`src/rtl/sdram_arbiter.sv`:
```
`default_nettype none
// ============================================================================
// sdram_arbiter : round-robin share of one Avalon-MM SDRAM port, one txn in flight
// Revision      : 1.0
// ============================================================================
module sdram_arbiter #(
    parameter int NREQ = 2,
    parameter int AW   = 32,
    parameter int DW   = 32
) (
    input  logic               clk,
    input  logic               rst_n,
    output logic [NREQ-1:0]    m_waitrequest,
    input  logic [NREQ*AW-1:0] m_address,
    input  logic [NREQ-1:0]    m_read,
    output logic [DW-1:0]      m_readdata,
    output logic [NREQ-1:0]    m_readdatavalid,
    input  logic [NREQ-1:0]    m_write,
    input  logic [NREQ*DW-1:0] m_writedata,
    input  logic               s_waitrequest,
    output logic [AW-1:0]      s_address,
    output logic               s_read,
    input  logic [DW-1:0]      s_readdata,
    input  logic               s_readdatavalid,
    output logic               s_write,
    output logic [DW-1:0]      s_writedata,
    output logic               busy
);

    localparam int GW = (NREQ > 1) ? $clog2(NREQ) : 1;

    localparam logic [1:0] IDLE    = 2'd0;
    localparam logic [1:0] ISSUE   = 2'd1;
    localparam logic [1:0] WAIT_RD = 2'd2;

    logic [1:0]      state_q, state_d;
    logic [GW-1:0]   gnt_q, gnt_d;
    logic [GW-1:0]   last_q, last_d;
    logic [NREQ-1:0] req;
    logic            found;
    int              idx;

    assign req = m_read | m_write;

    // rst_n is an active-high reset despite its name
    always_ff @(posedge clk or posedge rst_n) begin
        if (rst_n) begin
            state_q <= IDLE;
            gnt_q   <= '0;
            last_q  <= GW'(NREQ - 1);
        end else begin
            state_q <= state_d;
            gnt_q   <= gnt_d;
            last_q  <= last_d;
        end
    end

    always_comb begin
        state_d = state_q;
        gnt_d   = gnt_q;
        last_d  = last_q;
        found   = 1'b0;
        idx     = 0;
        case (state_q)
            IDLE: begin
                // search starts just after the last served requester
                for (int k = 1; k <= NREQ; k++) begin
                    idx = (int'(last_q) + k) % NREQ;
                    if (!found && req[idx]) begin
                        found = 1'b1;
                        gnt_d = GW'(idx);
                    end
                end
                if (found) state_d = ISSUE;
            end
            ISSUE: begin
                if (!s_waitrequest && m_read[gnt_q]) begin
                    state_d = WAIT_RD;
                    last_d  = gnt_q;
                end else if (!s_waitrequest && m_write[gnt_q]) begin
                    state_d = IDLE;
                    last_d  = gnt_q;
                end else if (!m_read[gnt_q] && !m_write[gnt_q]) begin
                    state_d = IDLE;
                end
            end
            WAIT_RD: begin
                if (s_readdatavalid) state_d = IDLE;
            end
            default: state_d = IDLE;
        endcase
    end

    always_comb begin
        m_waitrequest   = '1;
        m_readdatavalid = '0;
        m_readdata      = s_readdata;
        s_address       = '0;
        s_writedata     = '0;
        s_read          = 1'b0;
        s_write         = 1'b0;
        busy            = (state_q != IDLE);
        case (state_q)
            ISSUE: begin
                s_address            = m_address[int'(gnt_q)*AW +: AW];
                s_writedata          = m_writedata[int'(gnt_q)*DW +: DW];
                s_read               = m_read[gnt_q];
                s_write              = m_write[gnt_q] & ~m_read[gnt_q];
                m_waitrequest[gnt_q] = s_waitrequest;
            end
            WAIT_RD: begin
                // owner sees no wait so a hold-until-data master completes cleanly
                m_waitrequest[gnt_q]   = 1'b0;
                m_readdatavalid[gnt_q] = s_readdatavalid;
            end
            default: ;
        endcase
    end

endmodule
`default_nettype wire

```
`config.mk`:
```
export PLATFORM = sky130hd
export DESIGN_NAME = sdram_arbiter
export DESIGN_NICKNAME = d
export VERILOG_FILES = /design/src/rtl/sdram_arbiter.sv
export SDC_FILE = /design/constraint.sdc
export NUM_CORES = 1
export LEC_CHECK = 0
export BUFFER_PORTS_ARGS = -buffer_cell sky130_fd_sc_hd__buf_2
export CAP_MARGIN = 30
export CORE_AREA = 5 5 102 104
export DETAILED_ROUTE_END_ITERATION = 12
export DIE_AREA = 0 0 107 109
export PLACE_DENSITY_LB_ADDON = 0.05
export REMOVE_ABC_BUFFERS = 1
export SYNTH_ARGS = -nofsm -noshare
export SYNTH_HDL_FRONTEND = slang
export SYNTH_SLANG_ARGS = --single-unit
export TNS_END_PERCENT = 5
```
`constraint.sdc`:
```
create_clock -name clk -period 2.2 [get_ports clk]
set_input_delay 0.44 -clock clk [delete_from_list [all_inputs] [get_ports clk]]
set_output_delay 0.44 -clock clk [all_outputs]
set_load 0.05 [all_outputs]
```
==> impl_results.md, run 1 <==
* Status: completed
* Worst path required time at 1.76 ns
* Post-synthesis cell count at 224
* Count of cell types in the netlist at 26
* CP arrival at 1.65 ns
* Root buf cell: clkbuf_8
* Top layer in use: met5
* # DRC at 0
* Die area at 0.0117 mm2
* Post-DRT Antenna Nets at 0
* CTS tree: yes
* Initial DRC Count at 54
* Setup Crit Path Kind: reg2out
* PwrDens at 1830 mW/mm2
* Max-cap violation count at 0
* Hold WC Path Type: in2async
* Top cell type by total area after synthesis: mux2i_1
* R2r setup slk at 0.44 ns
* Pins Over Slew Limit at 0
* Synth Register Bits at 4
* Maximum clock path buffer count at 2
* Final wirelength at 8.56 mm
* I/O pins at 271
* Core area at 0.00946 mm2
* WL met3 at 1.22 mm
* Std cell rows at 36
* LEAKAGE at 1.70 nW
* Clock sink count at 4
* ANT cells at 0
* Area grow syn2layout at 65.7%
* Final setup viols at 0
* GRT Util Overall at 0.134
* Final Util at 0.276
* Worst R2R Start: gnt_q
* Setup crit start kind: flip-flop
* # port buffers at 206
* Met2 Routed Length at 4.37 mm
* Top Family by Delay on Critical Path: buffers and inverters
* Number of synthesized flops with an enable pin at 0
* Final hold vios at 0
* CP max FO at 32
* Share of cells above drive strength 1 at 0.567
* Die X at 107 um
* M1 WL at 2.84 mm
* Layout Nets at 567
* Top_reg_cell synth: dfrtp_1
* Clock Latency Late Sink at 0.22 ns
* Synth top area share at 0.412
* Placer Congestion at 0.715
* Vias in the first global route at 2215
* Hold buffers post-CTS at 0
* RSZ-0062 raised after global routing: no
* Final setup TNS at 0 ns
* Dominant cells by area after synthesis: mux2i_1, nor2_1, buf_4, dfrtp_1, buf_2
* Total CTS buffers at 3
* Clock-pin transition on the worst setup and hold timing paths at 0.04 ns
* Syn Area/Cell at 7.04 um2
* Via Count at 2160
* Reg2Reg Capture Point: state_q[1]
* DR vias/cell at 4.24
* Crit end category: output pin
* Final worst path period need at 2.09 ns
* Asr flop ratio synth at 1.00
* List of most frequent post-synthesis cells: nor2_1, mux2i_1, buf_4, buf_2, inv_1
* 1st-pass router iterations at 4
* Final Skew at 0.00596 ns
* First-pass GRT wire length at 12.1 mm
* Average wire per standard cell at 16.8 um
* Sequential area share after synthesis at 0.0642
* Pwr Total at 4.78 mW
* Synthesized area at 0.00158 mm2
* CTS H-tree lvls at 1
* Antenna violations before repair at 0
* Overflow after GRT at 0
* # Post-CTS Setup Buffers at 0
* Count leader, synth: nor2_1
* Max stage delay on crit path at 0.38 ns
* Die Y at 109 um
* Crit-path slowest cell: dfrtp_1
* Maximum vdd drop at 0.00104 V
* Max Clk Rate at 0.479 GHz
* Final HPWL DP at 7.49 mm
* Slew HR at 0.628
* Synthesis Warnings at 0
* Initial core utilization at 0.167
* Buffers & Inverters on Critical Path at 4
* R2R depth at 4
* Slew @ Worst Pin at 0.543 ns
* Largest net degree at the start of global routing at 33
* Crit-path cells: inv_1 > ha_2 > inv_4 > buf_12 > nor2_1 > buf_2
* Final Cycle Share at 0.949
-- worst register-to-register path: cells and delay by family (launching register included) --
kind | cells | cell delay, ns
AND/OR/NAND/NOR | 2 | 0.61
buffers and inverters | 1 | 0.21
flip-flops | 1 | 0.59
AO/OA/AOI/OAI | 1 | 0.24
-- metal layers --
metal	vias to the layer above	GRT usage
met5	-	0.0446
met4	2	0.0128
met3	10	0.0912
met2	158	0.233
met1	923	0.134
li1	1067	-
-- cells in the final DEF (no fill, tap or decap), types with 2 or more instances in the layout --
master     netlist  final
a2111oi_0        2      2
dfrtp_1          3      2
ha_1             3      2
nor2_1          72     72
mux2i_1         65     65
a21oi_1          4      4
nand2_1          2      2
buf_2            8    197
o21ai_0          3      3
clkbuf_8         0      3
clkbuf_4         0      9
buf_12           0      3
nor3_1           2      2
inv_1            8      7
nand2b_1         2      2
buf_4           33      5
-- flip-flops by register name (all words and copies together), names as in the netlist --
register / count
gnt_q: 1
last_q: 1
state_q: 2
-- where the power goes --
part           switching (mW)  leakage (nW)  internal, mW  total [mW]
Combinational            3.18          1.63          1.23        4.40
Clock                  0.0466        0.0228         0.125       0.171
Sequential             0.0906        0.0460         0.120       0.210
Total                    3.31          1.70          1.47        4.78
-- through the flow --
step                cells  hold slack [ns]  worst slack (ns)  area (um2)
floorplan             177            0.205             -1.76        1270
global placement      505            0.358             0.248        2540
detailed placement    505            0.353             0.240        2540
CTS                   509            0.117           0.00152        2590
global route          509            0.122            0.0131        2620
finish                509            0.106             0.111        2620
-- cell type report --
cell class | instances | area [um2]
Inverter | 8 | 32.5
Timing Repair Buffer | 214 | 1150
Sequential cell | 4 | 105
Tap cell | 114 | 143
Multi-Input combinational cell | 165 | 1140
Clock buffer | 4 | 45.0
Fill cell | 1087 | 6840
-- kinds of logic after synthesis --
kind of cell | after synthesis | share of synthesized area
and+or+nand+nor | 82 | 0.212
DFF | 4 | 0.0642
adders and majority gates | 3 | 0.0238
buffers and inverters | 55 | 0.216
muxes | 65 | 0.412
AOI/OAI and AO/OA | 15 | 0.0722
-- worst max-delay path by stage --
stage,startpoint,endpoint,slack [ns],cells past startpoint
global route,state_q[1],s_address[21],0.01,6
detailed placement,state_q[1],s_writedata[1],0.24,6
finish,state_q[1],s_address[29],0.11,6
global placement,state_q[1],s_write,0.25,6
CTS,state_q[1],s_address[29],0.002,6
floorplan,gnt_q,m_waitrequest[0],-1.76,2
-- timing repair --
| item | CTS | global route |
|---|---|---|
| resized for setup | 0 | 12 |
| setup endpoints to repair | 0 | 51 |
| endpoints found under the hold margin | 0 | 0 |
Note: power is estimated with default switching activity, not from simulation.
==> run 2, diff against run 1 <==
PLACE_DENSITY = 0.65   (was default)
PLACE_DENSITY_LB_ADDON = default   (was 0.05)
==> run 2 against run 1 <==
Against the previous run: register-to-register slack improved by 0.04 ns; first-iteration DRC count fell by 9.3%; sequential share of layout area fell by 0.18 points; sequential power rose by 22%; combinational power rose by 3%; global-route usage fell by 1.5 points; total power rose by 3.8%; via count rose by 2.1%; flip-flop and latch count did not move; critical path depth fell by 2; critical endpoint is now s_address[7]; highest routed layer unchanged.
==> impl_results.md, run 2 (synthesis results as in run 1) <==
* CP max FO at 29
* Total CTS buffers at 3
* ANT cells at 0
* First-pass GRT wire length at 10.8 mm
* Initial core utilization at 0.167
* Hold WC Path Type: in2async
* # port buffers at 206
* Fin area at 0.00274 mm2
* Final wirelength at 8.11 mm
* Area grow syn2layout at 73.4%
* Maximum clock path buffer count at 2
* Clock Power Share at 0.034
* Clock Latency Late Sink at 0.22 ns
* RSZ-0062 raised after global routing: yes
* Maximum vdd drop at 0.000620 V
* Final worst path period need at 2.14 ns
* Final hold vios at 0
* Pwr Total at 4.96 mW
* Reg with most FFs: state_q
* Layout Nets at 566
* Final setup viols at 0
* FILL cells at 1034
* Placer Congestion at 0.755
* Final Cycle Share at 0.971
* Root buf cell: clkbuf_8
* Combinational share of power at 0.915
* GRT Util Overall at 0.119
* Initial DRC Count at 49
* Final setup TNS at 0 ns
* CTS tree: yes
* Pint at 1.66 mW
* Sw Pwr at 3.31 mW
* Die area at 0.0117 mm2
* Die Y at 109 um
* Crit end category: output pin
* Final Skew at 0.00709 ns
* Final HPWL DP at 7.01 mm
* Clock sink count at 4
* Max Clk Rate at 0.468 GHz
* Via Count at 2206
* Average wire per standard cell at 16.0 um
* Max-cap violation count at 0
* Share of cells above drive strength 1 at 0.571
* Most frequent cells in the layout: buf_2, nor2_1, mux2i_1
* Std cell rows at 36
* Sw Ratio at 0.666
* I/O pins at 271
* Area post-placement at 0.00253 mm2
* Setup Crit Path Kind: reg2out
* Commonest non-fill, non-tap cell in the layout: buf_2
* Antenna violations before repair at 0
* # Post-CTS Setup Buffers at 0
* Die X at 107 um
* Core area at 0.00946 mm2
* Reg power frac at 0.052
* LEAKAGE at 1.70 nW
* Worst path required time at 1.76 ns
* PwrDens at 1810 mW/mm2
* Max reg flops at 2
* Hold buffers post-CTS at 0
* DR vias/cell at 4.34
* Largest net degree at the start of global routing at 52
* Clock-pin transition on the worst setup and hold timing paths at 0.04 ns
* 1st-pass router iterations at 4
* Pins Over Slew Limit at 0
* # DRC at 0
* Biggest regs: state_q x2, gnt_q x1, last_q x1
* Slew @ Worst Pin at 0.478 ns
* Post-DRT Antenna Nets at 0
* Setup crit start kind: flip-flop
* Status: completed
* Slew HR at 0.673
* CP arrival at 1.70 ns
* Vias in the first global route at 2193
* Overflow after GRT at 0
* CTS H-tree lvls at 1
run 2: cell types whose count changed in the layout (fill, tap and decap cells not counted), sizes merged:
| cell | delta |
|---|---|
| clkbuf | +11 |
| buf | -12 |
run 2: what timing repair did:
action / CTS / global route
gates resized for setup: 3 / 81
setup endpoints to repair: 48 / 51
pin swaps: 0 / 0
run 2: final cells by class:
cell class | instances | area (um2) | area share
repair buffers | 213 | 1260 | 0.462
inverters | 8 | 32.5 | 0.0119
well taps | 114 | 143 | 0.0522
multi-input cells | 165 | 1150 | 0.419
flip-flops and latches | 4 | 105 | 0.0384
clock buffers | 4 | 45.0 | 0.0165
run 2: final timing paths:
kind / from / to / slack [ns] / cells after the start
worst max-delay path: gnt_q / s_address[7] / 0.06 / 4
worst min-delay path: rst_n / state_q[1] / 0.11 / 2
worst max register to register: gnt_q / state_q[1] / 0.48 / 3
worst min register to register: last_q / last_q / 0.52 / 1
max in group asynchronous: rst_n / last_q / 1.85 / 2
min in group clk: last_q / last_q / 0.52 / 1
run 2: routing by layer:
metal	up-vias	share of wire	GRT usage
li1	1064	-	-
met1	989	0.35	0.126
met2	144	0.45	0.187
met3	7	0.18	0.0930
met4	2	0.0033	0.0137
met5	-	0.0094	0.0625
run 2: through the flow:
step                 util  instances  setup WS, ns  hold WS [ns]
floorplan               -        177         -1.76         0.205
global placement    0.268        504         0.188         0.335
detailed placement  0.268        504         0.162         0.344
CTS                 0.274        508       0.00323         0.105
global route        0.289        508       -0.0522         0.123
finish              0.289        508        0.0645         0.108
run 2: critical path, stage by stage, from the launching register on:
cell	delay, ns
dfrtp_4	0.71
buf_12	0.23
mux2i_1	0.25
nor2_1	0.06
clkbuf_4	0.21
run 2: power by group through the flow:
stage          sequential (mW)  combinational, mW  clock (mW)
6_report                 0.256               4.54       0.167
5_1_grt                  0.271               4.77       0.181
4_1_cts                  0.259               4.31       0.173
3_5_place_dp             0.260               4.28           0
3_3_place_gp             0.259               4.25           0
2_1_floorplan            0.358               3.18           0
